==> config.mk <==
export PLATFORM = sky130hd
export DESIGN_NAME = marker_locator
export DESIGN_NICKNAME = d
export VERILOG_FILES = /design/src/rtl/marker_locator.sv
export SDC_FILE = /design/constraint.sdc
export NUM_CORES = 1
export LEC_CHECK = 0
export ABC_AREA = 1
export BUFFER_PORTS_ARGS = -buffer_cell sky130_fd_sc_hd__buf_2
export CAP_MARGIN = 15
export CORE_MARGIN = 2
export CORE_UTILIZATION = 45
export CTS_CLUSTER_SIZE = 12
export DETAILED_ROUTE_END_ITERATION = 10
export GPL_ROUTABILITY_DRIVEN = 0
export PLACE_DENSITY_LB_ADDON = 0.1
export SLEW_MARGIN = 20
export SYNTH_ARGS = -nofsm -noshare
export SYNTH_HDL_FRONTEND = slang
export SYNTH_SLANG_ARGS = --single-unit
==> constraint.sdc <==
create_clock -name clk -period 7.4 [get_ports clk]
set_input_delay 0.74 -clock clk [delete_from_list [all_inputs] [get_ports clk]]
set_output_delay 0.74 -clock clk [all_outputs]
set_load 0.05 [all_outputs]
==> src/rtl/marker_locator.sv <==
// Locates the first qualifying red/green/blue marker run per frame and reports one coordinate set per frame.
// Optional MARKER_STATS_EN adds drop_cnt, a saturating count of sof beats refused while a result is pending.
module marker_locator #(
  parameter int HI_TH   = 200,
  parameter int LO_TH   = 60,
  parameter int MIN_RUN = 3
) (
  input  logic        clk,
  input  logic        rst,
  input  logic        pix_valid,
  input  logic        sof,
  input  logic        eof,
  input  logic [7:0]  raw_VGA_R,
  input  logic [7:0]  raw_VGA_G,
  input  logic [7:0]  raw_VGA_B,
  input  logic [12:0] row,
  input  logic [12:0] col,
  output logic [12:0] red_row,
  output logic [12:0] red_col,
  output logic [12:0] grn_row,
  output logic [12:0] grn_col,
  output logic [12:0] blu_row,
  output logic [12:0] blu_col,
  output logic [2:0]  found,
  output logic        res_valid,
`ifdef MARKER_STATS_EN
  output logic [15:0] drop_cnt,
`endif
  input  logic        res_ack
);

  typedef enum logic [1:0] {IDLE, SCAN, REPORT} state_t;

  localparam logic [3:0]  RUN_MAX = 4'(MIN_RUN);
  localparam logic [12:0] RUN_OFS = 13'(MIN_RUN - 1);
  localparam logic [7:0]  HI      = 8'(HI_TH);
  localparam logic [7:0]  LO      = 8'(LO_TH);
  localparam logic [12:0] NONE    = 13'h1FFF;

  state_t state_q, state_d;
  logic [2:0][3:0]  cnt_q, cnt_d;
  logic [2:0][12:0] wrk_row_q, wrk_row_d, wrk_col_q, wrk_col_d;
  logic [2:0]       wrk_fnd_q, wrk_fnd_d;
  logic [2:0][12:0] out_row_q, out_row_d, out_col_q, out_col_d;
  logic [2:0]       out_fnd_q, out_fnd_d;
  logic             res_valid_q, res_valid_d;
  logic [12:0]      prev_row_q, prev_row_d, prev_col_q, prev_col_d;
  logic [2:0][7:0]  chan;
  logic [2:0]       match;
  logic             adj, start, cls;

  always_comb begin
    chan  = {raw_VGA_B, raw_VGA_G, raw_VGA_R};
    match = '0;
    for (int c = 0; c < 3; c++) begin
      match[c] = (chan[c] >= HI) && (chan[(c + 1) % 3] <= LO) && (chan[(c + 2) % 3] <= LO);
    end
    adj   = (row == prev_row_q) && (col == prev_col_q + 13'd1);
    // sof only opens a frame outside REPORT; in SCAN it also wins over eof
    start = pix_valid && sof && (state_q != REPORT);
    cls   = pix_valid && (start || (state_q == SCAN));

    cnt_d       = cnt_q;
    prev_row_d  = prev_row_q;
    prev_col_d  = prev_col_q;
    wrk_row_d   = wrk_row_q;
    wrk_col_d   = wrk_col_q;
    wrk_fnd_d   = wrk_fnd_q;
    out_row_d   = out_row_q;
    out_col_d   = out_col_q;
    out_fnd_d   = out_fnd_q;
    res_valid_d = res_valid_q;
    state_d     = state_q;

    if (start) begin
      wrk_row_d = {3{NONE}};
      wrk_col_d = {3{NONE}};
      wrk_fnd_d = '0;
    end

    if (cls) begin
      prev_row_d = row;
      prev_col_d = col;
      for (int c = 0; c < 3; c++) begin
        if (!match[c])                cnt_d[c] = 4'd0;
        else if (!adj)                cnt_d[c] = 4'd1;
        else if (cnt_q[c] >= RUN_MAX) cnt_d[c] = RUN_MAX;
        else                          cnt_d[c] = cnt_q[c] + 4'd1;
        if ((cnt_d[c] == RUN_MAX) && !wrk_fnd_d[c]) begin
          wrk_row_d[c] = row;
          wrk_col_d[c] = col - RUN_OFS;
          wrk_fnd_d[c] = 1'b1;
        end
      end
    end

    case (state_q)
      IDLE: if (start) state_d = SCAN;
      SCAN: begin
        if (!start && pix_valid && eof) begin
          out_row_d   = wrk_row_d;
          out_col_d   = wrk_col_d;
          out_fnd_d   = wrk_fnd_d;
          res_valid_d = 1'b1;
          state_d     = REPORT;
        end
      end
      REPORT: begin
        if (res_ack) begin
          res_valid_d = 1'b0;
          state_d     = IDLE;
        end
      end
      default: state_d = IDLE;
    endcase
  end

  always_ff @(posedge clk or posedge rst) begin
    if (rst) begin
      state_q     <= IDLE;
      cnt_q       <= '0;
      prev_row_q  <= '0;
      prev_col_q  <= '0;
      wrk_row_q   <= {3{NONE}};
      wrk_col_q   <= {3{NONE}};
      wrk_fnd_q   <= '0;
      out_row_q   <= '0;
      out_col_q   <= '0;
      out_fnd_q   <= '0;
      res_valid_q <= 1'b0;
    end else begin
      state_q     <= state_d;
      cnt_q       <= cnt_d;
      prev_row_q  <= prev_row_d;
      prev_col_q  <= prev_col_d;
      wrk_row_q   <= wrk_row_d;
      wrk_col_q   <= wrk_col_d;
      wrk_fnd_q   <= wrk_fnd_d;
      out_row_q   <= out_row_d;
      out_col_q   <= out_col_d;
      out_fnd_q   <= out_fnd_d;
      res_valid_q <= res_valid_d;
    end
  end

`ifdef MARKER_STATS_EN
  logic [15:0] drop_q, drop_d;

  always_comb begin
    drop_d = drop_q;
    if ((state_q == REPORT) && pix_valid && sof && (drop_q != 16'hFFFF)) drop_d = drop_q + 16'd1;
  end

  always_ff @(posedge clk or posedge rst) begin
    if (rst) drop_q <= '0;
    else     drop_q <= drop_d;
  end

  assign drop_cnt = drop_q;
`endif

  assign red_row   = out_row_q[0];
  assign red_col   = out_col_q[0];
  assign grn_row   = out_row_q[1];
  assign grn_col   = out_col_q[1];
  assign blu_row   = out_row_q[2];
  assign blu_col   = out_col_q[2];
  assign found     = out_fnd_q;
  assign res_valid = res_valid_q;

endmodule

* Word-level counts from Yosys, hierarchy flattened
Index checks and enable logic that the tools add are counted.
** Word-level totals
- Bits in registers :: 203
- Bits in latches :: 0
- Bits in writable memories :: 0
- ROM bits :: 0
- Input port bits :: 56
- Output and inout port bits :: 82
- Logic and storage cells :: 105
- Memories kept :: 0
** Cells by class
- Add/sub/neg operators :: 5
- Multiply operators :: 0
- Divide/modulo/power cells :: 0
- $lt $le $gt $ge :: 9
- Eq/ne operators :: 11
- Shift operators :: 0
- Muxes and demuxes :: 34
- Bitwise logic cells :: 0
- Reductions and logical operators :: 25
** Operators by type and width (count)
- $mux 39 :: 4
- $mux 13 :: 6
- $mux 4 :: 12
- $eq 13x13->1 :: 2
- $ge 8x8->1 const B :: 3
- $le 8x6->1 const B :: 3
- $logic_and 1x1->1 :: 15
- $add 13x1->13 const B :: 1
- $sub 13x2->13 const B :: 1
- $add 4x1->4 const B :: 3
- $eq 4x2->1 const B :: 3
- $ge 4x2->1 const B :: 3
- $mux 2 :: 3
- $mux 3 :: 2
- $ne 2x2->1 const B :: 3
- $pmux 2 s3 :: 1
- $reduce_and 3->1 :: 2
- $mux 1 :: 5
- $logic_not 1->1 :: 4
- $eq 2x1->1 const B :: 1
- $eq 2x2->1 const B :: 1
- $logic_not 2->1 :: 1
- $ne 2x1->1 const B :: 1
- $pmux 1 s2 :: 1
- other kinds (3) :: 3

* Logic depth before layout (Yosys ltp)
- Depth in word-level cells :: 10
- Mapped depth :: 19
- Mapped depth without buffers :: 18

* Worst setup path after synthesis
Ideal clock, no wire load.
- Path type :: input to register
- Start point :: in sof
- End point :: reg out_col_q (netlist bit red_col[10])
- Library setup time :: 0.118 ns
- Arrival :: 2.190 ns
- Slack :: 5.092 ns
- Stages :: 14
- Path buffers :: 1
- Cells stage by stage :: nand2_1 > nor2_2 > o21ai_1 > inv_2 > nand2_1 > nor4_2 > nand2_1 > nor2_4 > nand3_4 > clkinv_2 > buf_6 > nand2_1 > nand3_1 > nand2_1
** On the way
- Word-level cells in the longest chain between the ends :: 7
- Elaborated cells between the ends (all ways) :: 14
- Classes of those cells :: mux: 4; reduce/logical: 10
** RTL lines
- from (decl) :: RTL line 11 : input logic sof,
- $logic_and 1x1->1 * (2 in series) :: RTL line 60 : start = pix_valid && sof && (state_q != REPORT);
- $mux 3 :: RTL line 75 : if (start) begin
- $logic_not 1->1 :: RTL line 89 : if ((cnt_d[c] == RUN_MAX) && !wrk_fnd_d[c]) begin
- $logic_and 1x1->1 :: RTL line 89
- $mux 13 :: RTL line 89
- $mux 39 :: RTL line 81 : if (cls) begin
- to (signal assigned) :: RTL line 140 : out_col_q <= out_col_d;
- to (decl) :: RTL line 44 : logic [2:0][12:0] out_row_q, out_row_d, out_col_q, out_col_d;
Mark *: on every way between the ends. The rest lies on a longest branch, timed or not.
A chain may end at the register's enable or synchronous reset.

* Worst setup path in the final report
- Start point :: reg state_q[1]
- End point :: reg out_row_q (netlist bit red_row[4])
** On the way
- Word-level cells in the longest chain between the ends :: 7
- Elaborated cells between the ends (all ways) :: 15
- Classes of those cells :: eq/ne: 2; mux: 4; reduce/logical: 9
** RTL lines
- from (decl) :: RTL line 40 : state_t state_q, state_d;
- from (signal assigned) :: RTL line 132 : state_q <= state_d;
- $ne 2x2->1 :: RTL line 60
- $logic_and 1x1->1 :: RTL line 60
- $mux 3 :: RTL line 75
- $logic_not 1->1 :: RTL line 89
- $logic_and 1x1->1 :: RTL line 89
- $mux 13 :: RTL line 89
- $mux 39 :: RTL line 81
- to (signal assigned) :: RTL line 139 : out_row_q <= out_row_d;
- to (decl) :: RTL line 44
Parallel ways exist; a longest one is shown, timed or not.

==> qor.yml <==
placement:
  post-place-ws_ps: 3110
  io_buffers: 137
  hpwlAfterDp_microns: 16600
drt:
  dr_wl_met3_microns: 1100
  via_per_inst: 4.88
  routed.top_layer: "met4"
  wl_met2_microns: 11000
  drc: 0
  route.vias.total: 8215
  drtIter0Drc: 558
  detail-route-antenna-nets: 0
  wl_per_cell_microns: 15.0
  wl_met1_microns: 12500
  routed_wl_microns: 25200
  first_pass_iters: 5
setup_path:
  cp.depth: 16
  critical_path.top_delay_family: "buffers and inverters"
  reg2regPathDepth: 16
  ff2ff_setup_slack_ps: 3490
  crit_path_end_kind: "register"
  worst-path-max-fanout: 78
  crit_slowest_cell: "buf_4"
  crit_top_cell: "nand2_1"
  r2r_end: "red_row[4]"
  r2r_start: "state_q[1]"
  crit_type: "register to register"
  arrival_ps: 4300
  max_stage_delay_ps: 690
  crit_start: "state_q[1]"
  cp_cell_sequence: "nand2_1 -> nand2_1 -> nor2_4 -> buf_4 -> o21ai_4 -> buf_4 -> inv_2 -> nand2_1 -> nor4_2 -> nand2_1 -> nor2_4 -> nand3_4 -> clkinv_2 -> nand2_1 -> nand3_1 -> nand2_1"
  worst_setup_path_start_kind: "register"
  cp_num_buf_inv: 4
  worstPathRequired_ps: 7790
floorplan:
  rows: 54
  die_w_microns: 152
  start_util_pct: 45.5
  dieArea_sq_um: 23100
  die_y_microns: 152
  core_area_sq_um: 21600
  ioPinCount: 138
timing:
  finalWorstSetupSlack_ps: 3490
  finalSetupViolations: 0
  timing.hold.ws_ps: 291
  period_share_pct: 52.9
  min_period_ps: 3910
  slew_headroom_pct: 34.9
  clock_skew_ps: 7.26
  worst_pin_slew_ps: 974
  finalHoldViolations: 0
  max_freq_mhz: 255
  setup_tns_ps: 0
  slew_viol_final: 0
  rsz0062_at_grt: "false"
yosys:
  synth_area_leader_cell: "dfrtp_1"
  syn_nets: 1328
  synth_cells: 1267
  synth.distinct_cells: 33
  yosysSeqAreaShare_pct: 52.6
  ys.flop_type: "dfrtp_1"
  synth_top_area_share_pct: 31.8
  ys_seq_elements: 203
  async_reset_ff_share_pct: 100
  synth_edf_count: 0
  synth_area_leaders: "dfrtp_1, dfstp_2, nand2_1"
  yosysMostFrequentCell: "nand2_1"
  netlist_area_sq_um: 9840
  yosys_warnings: 0
  syn_avg_cell_area_sq_um: 7.77
  synth_common_cells: "nand2_1, nor2_1, inv_1"
layout:
  layout.nets: 1446
  fillCellCount: 2130
  drive_above_1_share_pct: 19.5
  antenna_cells: 0
  area_growth_pct: 15.9
clock_network:
  clk_latency_ps: 510
  cts_tree: "yes"
  cts_max_path_buffers: 3
  cts_buffers: 23
  cts_root_buffer: "clkbuf_16"
  path_clk_slew_ps: 60
  cts_hold_buf: 0
  cts.sinks: 203
  postCtsSetupRepairBufs: 0
  cts_htree_levels: 1
  cts-resized-gates: 0
global_route:
  antenna_found_initial: 0
  grt.total_usage_pct: 22.1
  grt_max_degree: 86
  overflow: 0
  grt_pass1_wl_microns: 41800
  grt_pass1_vias: 7983
min_path:
  hp-class: "input port to asynchronous set/reset pin"
outcome:
  status: "finished, final reports clean"
pwr:
  power.density_nw_per_um2: 380
  leakage_nw: 5.85
  ir_drop_uv: 215
  p_total_mw: 4.34
run:
  drv_cap: 0
[cell usage in the layout, fill, tap and decap left out, drive strengths merged]
master and count:
a21boi 2, clkinvlp 1, nor2 152, o21bai 2, dfstp 78, dfrtp 125, nand4 40, xor2 19
ha 5, o31ai 3, o21ai 21, and2 15, nand3 100, inv 142, nand2 486, nor4 2
clkbuf 39, buf 143, or2 2, clkinv 3, nor3 7, xnor2 4, a21oi 11
[report_power, final]
group	internal [mW]	leakage [nW]	switching [mW]	total, mW
logic	0.386	3.17	1.27	1.65
registers	1.41	2.33	0.193	1.60
clock network	0.637	0.347	0.450	1.09
[metrics by stage]
stage | util, % | std cells | area (sq um)
after floorplan | - | 1267 | 9840
after global placement | 49.5 | 1640 | 10700
after detailed placement | 49.5 | 1640 | 10700
after CTS | 52.8 | 1682 | 11400
after global routing | 52.8 | 1682 | 11400
final | 52.8 | 1682 | 11400
[flip-flops by register name (all words and copies together) (netlist names), 12 cells and up]
signal      cells
red_col        13
blu_row        13
prev_col_q     13
prev_row_q     13
wrk_col_q      39
cnt_q          12
grn_row        13
wrk_row_q      39
red_row        13
grn_col        13
blu_col        13
[final cells by class]
class	count	area (sq um)	area share [%]
tap	280	350	3.07
multi-input combinational	871	3890	34.1
sequential	203	5180	45.4
clock buffer	39	696	6.10
timing repair buffer	143	731	6.40
clock inverter	3	21.3	0.186
inverter	143	547	4.79
[cell families after synthesis]
kind of cell	count (synthesis)	synth area share, %
AO/OA/AOI/OAI	39	2.16
buffers and inverters	193	8.06
adder cells (fa/ha/maj)	5	0.636
AND/OR/NAND/NOR	804	34.5
XOR/XNOR	23	2.05
flip-flops	203	52.6
[how the worst max path moves through the flow]
stage | to
global route | red_col[6]
detailed placement | red_col[1]
global placement | red_row[5]
floorplan | blu_col[0]
finish | red_row[4]
CTS | red_row[4]
[per-layer routing]
layer / vias up / GRT usage [%]
met2: 200 / 33.8
met5: - / 0
met3: 35 / 2.60
met4: 0 / 6.28
met1: 3842 / 33.3
li1: 4138 / -
(Power assumes the default switching activity.)
